--- src/rtl/write_req_queue.sv ---
// write_req_queue
//   Host-side front end for the DDR write path. Buffers flat write requests in
//   a small FIFO, decodes each address into bank/row/column and replays the
//   requests one at a time into the downstream Write command FSM. Issue is
//   paced by fixed strobe (ISSUE_CYCLES) and gap (GAP_CYCLES) counters.
//
//   Optional feature macro: WRQ_BURST_CHOP_EN
//     defined   : A_12 = !bc of the popped entry (bc=1 requests BC4).
//     undefined : A_12 tied to 1 (BL8), req_bc ignored, 45-bit FIFO entry.
//
//   Ports
//     clk, areset          rising-edge clock, async active-high reset
//     req_valid/req_ready  host handshake (ready depends on registered state only)
//     req_addr[27:0]       {bank[27:25], row[24:10], col[9:0]}
//     req_data[15:0]       write data
//     req_ap, req_bc       auto-precharge / burst-chop request
//     in, in_p             issue strobe and auto-precharge select to Write
//     Addr_Row, Addr_Column, Addr_Column_11, A_10, A_12, BA_in, DQ_in
//                          decoded command fields, stable from pop to next pop
//     busy                 FSM not idle or FIFO non-empty
//     level                FIFO occupancy
`timescale 1ns/1ps

module write_req_queue #(
    parameter int DEPTH        = 4,
    parameter int ISSUE_CYCLES = 2,
    parameter int GAP_CYCLES   = 5
) (
    input  logic                       clk,
    input  logic                       areset,
    input  logic                       req_valid,
    output logic                       req_ready,
    input  logic [27:0]                req_addr,
    input  logic [15:0]                req_data,
    input  logic                       req_ap,
    input  logic                       req_bc,
    output logic                       in,
    output logic                       in_p,
    output logic [14:0]                Addr_Row,
    output logic [9:0]                 Addr_Column,
    output logic                       Addr_Column_11,
    output logic                       A_10,
    output logic                       A_12,
    output logic [3:0]                 BA_in,
    output logic [15:0]                DQ_in,
    output logic                       busy,
    output logic [$clog2(DEPTH):0]     level
);

    localparam int AW   = $clog2(DEPTH);
    localparam int LW   = AW + 1;
    localparam int CMAX = (ISSUE_CYCLES > GAP_CYCLES) ? ISSUE_CYCLES : GAP_CYCLES;
    localparam int CW   = $clog2(CMAX + 1);
`ifdef WRQ_BURST_CHOP_EN
    localparam int EW   = 46;
`else
    localparam int EW   = 45;
`endif

    typedef enum logic [1:0] {
        ST_IDLE,
        ST_ISSUE,
        ST_WAIT
    } state_t;

    state_t          r_state;
    state_t          w_state_nxt;
    logic [CW-1:0]   r_cnt;
    logic [CW-1:0]   w_cnt_nxt;
    logic            w_pop;
    logic            w_push;
    logic            w_issue;
    logic            w_ready;
    logic            r_ready_en;

    logic [EW-1:0]   r_mem [DEPTH];
    logic [AW-1:0]   r_wr_ptr;
    logic [AW-1:0]   r_rd_ptr;
    logic [LW-1:0]   r_level;
    logic [EW-1:0]   w_wr_entry;
    logic [EW-1:0]   w_head;

    logic            r_in;
    logic            r_ap;
    logic [14:0]     r_row;
    logic [9:0]      r_col;
    logic [2:0]      r_bank;
    logic [15:0]     r_dq;

`ifdef WRQ_BURST_CHOP_EN
    logic            r_a12;
    assign w_wr_entry = {req_addr, req_data, req_ap, req_bc};
`else
    logic            w_unused_bc;
    assign w_unused_bc = req_bc;
    assign w_wr_entry  = {req_addr, req_data, req_ap};
`endif

    // r_ready_en holds ready low until the first edge after reset is released.
    assign w_ready   = r_ready_en && (r_level < LW'(DEPTH)) && !areset;
    assign w_push    = req_valid && w_ready;
    assign w_head    = r_mem[r_rd_ptr];

    // ---------------- FIFO ----------------
    always_ff @(posedge clk) begin
        if (w_push) begin
            r_mem[r_wr_ptr] <= w_wr_entry;
        end
    end

    always_ff @(posedge clk or posedge areset) begin
        if (areset) begin
            r_wr_ptr   <= '0;
            r_rd_ptr   <= '0;
            r_level    <= '0;
            r_ready_en <= 1'b0;
        end else begin
            r_ready_en <= 1'b1;
            if (w_push) r_wr_ptr <= r_wr_ptr + 1'b1;
            if (w_pop)  r_rd_ptr <= r_rd_ptr + 1'b1;
            case ({w_push, w_pop})
                2'b10:   r_level <= r_level + 1'b1;
                2'b01:   r_level <= r_level - 1'b1;
                default: r_level <= r_level;
            endcase
        end
    end

    // ---------------- FSM: state register ----------------
    always_ff @(posedge clk or posedge areset) begin
        if (areset) begin
            r_state <= ST_IDLE;
            r_cnt   <= '0;
        end else begin
            r_state <= w_state_nxt;
            r_cnt   <= w_cnt_nxt;
        end
    end

    // ---------------- FSM: next state ----------------
    always_comb begin
        w_state_nxt = r_state;
        w_cnt_nxt   = r_cnt;
        w_pop       = 1'b0;
        case (r_state)
            ST_IDLE: begin
                if (r_level != '0) begin
                    w_pop       = 1'b1;
                    w_cnt_nxt   = CW'(ISSUE_CYCLES);
                    w_state_nxt = ST_ISSUE;
                end
            end
            ST_ISSUE: begin
                w_cnt_nxt = r_cnt - 1'b1;
                if (r_cnt <= CW'(1)) begin
                    if (GAP_CYCLES == 0) begin
                        w_state_nxt = ST_IDLE;
                    end else begin
                        w_cnt_nxt   = CW'(GAP_CYCLES);
                        w_state_nxt = ST_WAIT;
                    end
                end
            end
            ST_WAIT: begin
                w_cnt_nxt = r_cnt - 1'b1;
                if (r_cnt <= CW'(1)) w_state_nxt = ST_IDLE;
            end
            default: w_state_nxt = ST_IDLE;
        endcase
    end

    // ---------------- FSM: outputs ----------------
    always_comb begin
        w_issue = (r_state == ST_ISSUE);
    end

    // The strobe is registered from the ISSUE state, so it rises one edge after
    // the pop, when the decoded fields have already settled.
    always_ff @(posedge clk or posedge areset) begin
        if (areset) begin
            r_in   <= 1'b0;
            r_ap   <= 1'b0;
            r_row  <= '0;
            r_col  <= '0;
            r_bank <= '0;
            r_dq   <= '0;
`ifdef WRQ_BURST_CHOP_EN
            r_a12  <= 1'b1;
`endif
        end else begin
            r_in <= w_issue;
            if (w_pop) begin
                r_bank <= w_head[EW-1 -: 3];
                r_row  <= w_head[EW-4 -: 15];
                r_col  <= w_head[EW-19 -: 10];
                r_dq   <= w_head[EW-29 -: 16];
                r_ap   <= w_head[EW-45];
`ifdef WRQ_BURST_CHOP_EN
                r_a12  <= !w_head[0];
`endif
            end
        end
    end

    assign req_ready      = w_ready;
    assign in             = r_in;
    assign in_p           = r_ap;
    assign A_10           = r_ap;
    assign Addr_Row       = r_row;
    assign Addr_Column    = r_col;
    assign Addr_Column_11 = 1'b0;
    assign BA_in          = {1'b0, r_bank};
    assign DQ_in          = r_dq;
`ifdef WRQ_BURST_CHOP_EN
    assign A_12           = r_a12;
`else
    assign A_12           = 1'b1;
`endif
    assign busy           = (r_state != ST_IDLE) || (r_level != '0);
    assign level          = r_level;

endmodule
--- config.mk ---
export PLATFORM = sky130hd
export DESIGN_NAME = write_req_queue
export DESIGN_NICKNAME = d
export VERILOG_FILES = /design/src/rtl/write_req_queue.sv
export SDC_FILE = /design/constraint.sdc
export NUM_CORES = 1
export LEC_CHECK = 0
export ABC_AREA = 1
export CORE_AREA = 4 4 183 185
export DETAILED_ROUTE_END_ITERATION = 8
export DIE_AREA = 0 0 187 189
export PLACE_DENSITY = 0.55
export SLEW_MARGIN = 0
export SYNTH_ARGS = -nofsm -noshare
export SYNTH_HDL_FRONTEND = slang
export SYNTH_SLANG_ARGS = --single-unit
export TNS_END_PERCENT = 20
--- constraint.sdc ---
create_clock -name clk -period 3.5 [get_ports clk]
set_clock_uncertainty 0.2 [all_clocks]
set_input_delay 0.7 -clock clk [delete_from_list [all_inputs] [get_ports clk]]
set_output_delay 0.7 -clock clk [all_outputs]
set_load 0.01 [all_outputs]
==> summary by stage <==
Logic synthesis
The area of the mapped netlist is 9470 sq um. In the synthesized netlist the async set-or-reset flop fraction comes to 0.247. The cell count after synthesis is 820.

The average instance in the mapped netlist occupies 11.6 sq um. The synthesis-stage register bit count is 239. By area the synthesized netlist is led by sky130_fd_sc_hd__edfxtp_1, sky130_fd_sc_hd__dfrtp_1, sky130_fd_sc_hd__nand2_1. The count of synthesis-stage warnings from yosys is 0.

After synthesis, the netlist uses 21 different library cells. The proportion of synthesized chip area in sequential cells is 0.727. The synthesized design contains 180 enable-type register cells. sky130_fd_sc_hd__edfxtp_1 takes more of the synthesized area than any other cell.

The fraction of synthesized cell area taken by the top area cell type is 0.571. Among all flip-flop cells after synthesis, the most frequent one is sky130_fd_sc_hd__edfxtp_1.

Final layout
Of the cells placed in the final design, the portion with a size suffix greater than 1 is 0.0720. The final layout contains 985 nets. 0 antenna diodes ended up in the layout. Compared with the post-synthesis result, the final layout area differs by 24.2%. The core utilization of the finished layout is 0.367.

Once layout is done, the placed cells without fillers occupy 11800 sq um.

Timing
Setup repair after global routing left no endpoint under its margin. The number of hold violations in the final report is 0. The clock period minus worst slack is 2.95 ns. For this run, the top clock speed supported by timing is 0.339 GHz.

Setup violations remaining at the end of the flow were counted as 0. The relative max-transition margin is 0.313. The number of max-slew violations in the final report is 0. The final cycle utilization of the critical path is 0.842. The final critical-path setup slack is 0.552 ns. The worst-margin pin slew is 1.03 ns.

Worst setup path
The biggest fanout along the worst timing path is 7. The nature of the critical path endpoint is a primary output. The critical path launch point is r_state[0]. The critical path required time is 2.60 ns.

The data arrival time of the worst path is 2.05 ns. The kind of launch point of the worst setup path is a register. The number of buffers and inverters on the critical path is 2. The startpoint of the most critical register-to-register path is r_state[0]. The largest individual stage delay along the critical path comes from the cell sky130_fd_sc_hd__clkdlybuf4s50_1. The kind of critical path is register to primary output.

The category of cells accounting for the largest share of critical-path delay is buffers and inverters. The delay contributed by the slowest stage of the critical path is 0.55 ns. Walking the worst path, the cells encountered are inv_1 -> ha_1 -> nand3_1 -> clkdlybuf4s50_1.

Detailed routing
After the first detailed-routing iteration, the DRC count stood at 324. Dividing the detail-routed wire length by the instance count gives 15.7 um. For this run, design rule violations remaining after detail routing come to 0.

The remaining antenna violation count is 0. The via count normalized by instance count is 4.37. The total number of vias is 5909. Before antenna repair, the detailed router went through 4 iterations. Summed over all layers, the routed wires come to 21300 um.

Floorplan
The die is 189 um tall. For this configuration, the core starts out at a cell density of 0.296. The placeable core area is 32000 sq um. The initialized floorplan defines 66 standard-cell rows.

The area of the die is 35300 sq um. The chip width is 187 um. The total I/O pin count is 104.

Place
Summing all placed instances gives a cell area of 10900 sq um. Routability-driven placement finished with a final weighted congestion of 0.743. Input and output buffers added on the ports amount to 99. The HPWL after detailed placement is 12100 um. The setup slack after placement is 0.748 ns.

Clock network
The number of gates resized after CTS is 0. The clock passes through at most 3 buffers. The number of buffers added by the clock tree synthesis step is 27.

The clock slew seen by the registers of the worst setup and hold paths is 0.05 ns. The insertion delay of the later-clocked pin in the worst-skew pair is 0.53 ns. Post-CTS timing repair inserted 0 buffers for setup. In this run the number of H-tree levels came out at 1. The buffer cell driving the clock tree root is sky130_fd_sc_hd__clkbuf_16.

Buffers inserted to repair hold after CTS numbered 0. The tree built by TritonCTS fans out to 239 sinks. TritonCTS built the clock tree.

Power
Of the total power, combinational logic draws 0.352. The power dissipated by switching net loads is 0.00345 W. Power comes to 0.0100 W. The share of total power dissipated in sequential elements is 0.372. The fraction of power spent switching nets is 0.344. Of the total power, the clock network draws 0.277. Internal power comes to 0.00658 W. For this design the static power due to leakage is 4.55 nW.

The power per cell area is 852 nW/um^2. Across the VDD grid, the largest voltage drop is 0.000465 V.

Global routing
The first global-routing pass estimated 33700 um of wire. The total congestion overflow is 0. Across every metal layer, demand over resource in global routing totals 0.119. The pin count of the biggest net entering global routing is 91. The via count of the first global-routing pass is 5956. The initial antenna violation count is 1.

Run status
The run finished with clean final reports.

Min path
The worst hold-check path type is register to register. The launch point of the worst hold path is Addr_Row[4].

Run
The tool flagged a number of max-cap violations equal to 0.
[metrics by stage]
step	TNS [ns]	hold slack [ns]	std cells
CTS	0	0.285	1353
global placement	0	0.263	1303
finish	0	0.278	1353
floorplan	-36.61	0.267	822
detailed placement	0	0.264	1303
global route	0	0.310	1353
[cells in the final DEF, fill, tap and decap left out]
cell                              instances
sky130_fd_sc_hd__nand2_2                  1
sky130_fd_sc_hd__buf_12                   2
sky130_fd_sc_hd__clkinv_2                 3
sky130_fd_sc_hd__ha_1                    11
sky130_fd_sc_hd__clkinvlp_4               3
sky130_fd_sc_hd__dfrtp_1                 57
sky130_fd_sc_hd__xor2_1                   5
sky130_fd_sc_hd__clkbuf_1                 9
sky130_fd_sc_hd__nor2_4                   4
sky130_fd_sc_hd__fa_1                     1
sky130_fd_sc_hd__buf_4                   14
sky130_fd_sc_hd__a21oi_1                  5
sky130_fd_sc_hd__dfrtp_4                  1
sky130_fd_sc_hd__clkbuf_16               27
sky130_fd_sc_hd__clkbuf_8                 6
sky130_fd_sc_hd__edfxtp_1               180
sky130_fd_sc_hd__clkinv_1                 1
sky130_fd_sc_hd__nand3_1                  5
sky130_fd_sc_hd__nor2_1                 188
sky130_fd_sc_hd__dfrtp_2                  1
sky130_fd_sc_hd__conb_1                   4
sky130_fd_sc_hd__inv_6                    1
sky130_fd_sc_hd__inv_2                    2
sky130_fd_sc_hd__bufinv_16                2
sky130_fd_sc_hd__nand2_1                202
sky130_fd_sc_hd__inv_1                   17
sky130_fd_sc_hd__or2_2                    1
sky130_fd_sc_hd__o21ai_1                 78
sky130_fd_sc_hd__o21ai_0                 14
sky130_fd_sc_hd__xnor2_1                  1
sky130_fd_sc_hd__clkdlybuf4s50_1         99
[cells in the mapped netlist, types with 2 or more instances]
| master | n |
|---|---|
| sky130_fd_sc_hd__inv_2 | 3 |
| sky130_fd_sc_hd__nand2_1 | 203 |
| sky130_fd_sc_hd__dfrtp_1 | 59 |
| sky130_fd_sc_hd__buf_4 | 6 |
| sky130_fd_sc_hd__xor2_1 | 5 |
| sky130_fd_sc_hd__o21ai_1 | 78 |
| sky130_fd_sc_hd__ha_1 | 11 |
| sky130_fd_sc_hd__buf_2 | 19 |
| sky130_fd_sc_hd__nand3_1 | 5 |
| sky130_fd_sc_hd__o21ai_0 | 14 |
| sky130_fd_sc_hd__buf_1 | 3 |
| sky130_fd_sc_hd__inv_1 | 18 |
| sky130_fd_sc_hd__clkbuf_1 | 2 |
| sky130_fd_sc_hd__nor2_1 | 192 |
| sky130_fd_sc_hd__edfxtp_1 | 180 |
| sky130_fd_sc_hd__a21oi_1 | 5 |
| sky130_fd_sc_hd__conb_1 | 2 |
| sky130_fd_sc_hd__buf_6 | 12 |
[cells by family (layout without fill, tap and decap cells)]
group / Yosys count / after routing / share of synthesized area
AOI/OAI and AO/OA: 97 / 97 / 0.0513
xor gates and xnor gates: 6 / 6 / 0.00555
adders and majority gates: 12 / 12 / 0.0166
buffers and inverters: 63 / 186 / 0.0394
DFF: 239 / 239 / 0.727
other: 2 / 4 / 0.000793
and+or+nand+nor: 401 / 401 / 0.160
[flip-flops by register name, summed over array words and instances, names as in the netlist, 2 cells and up]
register,flops
DQ_in,16
r_rd_ptr,2
r_state,2
r_wr_ptr,2
r_cnt,3
r_mem,180
Addr_Row,15
r_bank,3
level,3
Addr_Column,10
[routing by layer]
metal | GRT usage | part of all wire | wire length [um]
met1 | 0.159 | 0.46 | 9770
met2 | 0.202 | 0.47 | 10100
met3 | 0.0230 | 0.043 | 909
met4 | 0.0287 | 0.022 | 474
met5 | 0 | 0.00061 | 13
[worst register-to-register path, cell delays in order (launching register included)]
cell                      delay [ns]
sky130_fd_sc_hd__dfrtp_1        0.37
sky130_fd_sc_hd__inv_1          0.09
sky130_fd_sc_hd__ha_1           0.25
sky130_fd_sc_hd__nand2_2        0.10
sky130_fd_sc_hd__inv_2          0.04
sky130_fd_sc_hd__ha_1           0.22
sky130_fd_sc_hd__fa_1           0.38
sky130_fd_sc_hd__a21oi_1        0.13
sky130_fd_sc_hd__o21ai_0        0.11
sky130_fd_sc_hd__xor2_1         0.15
[power by group through the flow]
stage          registers, W  clock network, W  logic, W
2_1_floorplan       0.00387                 0   0.00226
3_3_place_gp        0.00378                 0   0.00356
3_5_place_dp        0.00379                 0   0.00361
4_1_cts             0.00374           0.00286   0.00363
5_1_grt             0.00379           0.00299   0.00403
6_report            0.00373           0.00277   0.00353
[path summary, 6_finish.rpt]
kind / endpoint / slack, ns / depth (start not counted)
min in group asynchronous: Addr_Row[3] / 0.40 / 3
max in group asynchronous: r_rd_ptr[1] / 2.39 / 3
worst min-delay path: Addr_Row[4] / 0.28 / 2
worst max-delay path: busy / 0.55 / 4
worst max register to register: level[2] / 1.35 / 9
worst min register to register: Addr_Row[4] / 0.28 / 2
[cell type report]
type | instances | area [sq um]
clock buffers | 42 | 792
fillers | 3097 | 20300
multi-input cells | 520 | 2260
inverters | 21 | 81.3
well taps | 408 | 510
clock inverters | 8 | 100
flip-flops and latches | 239 | 6890
repair buffers | 115 | 1140
Note: power is estimated with default switching activity, not from simulation.
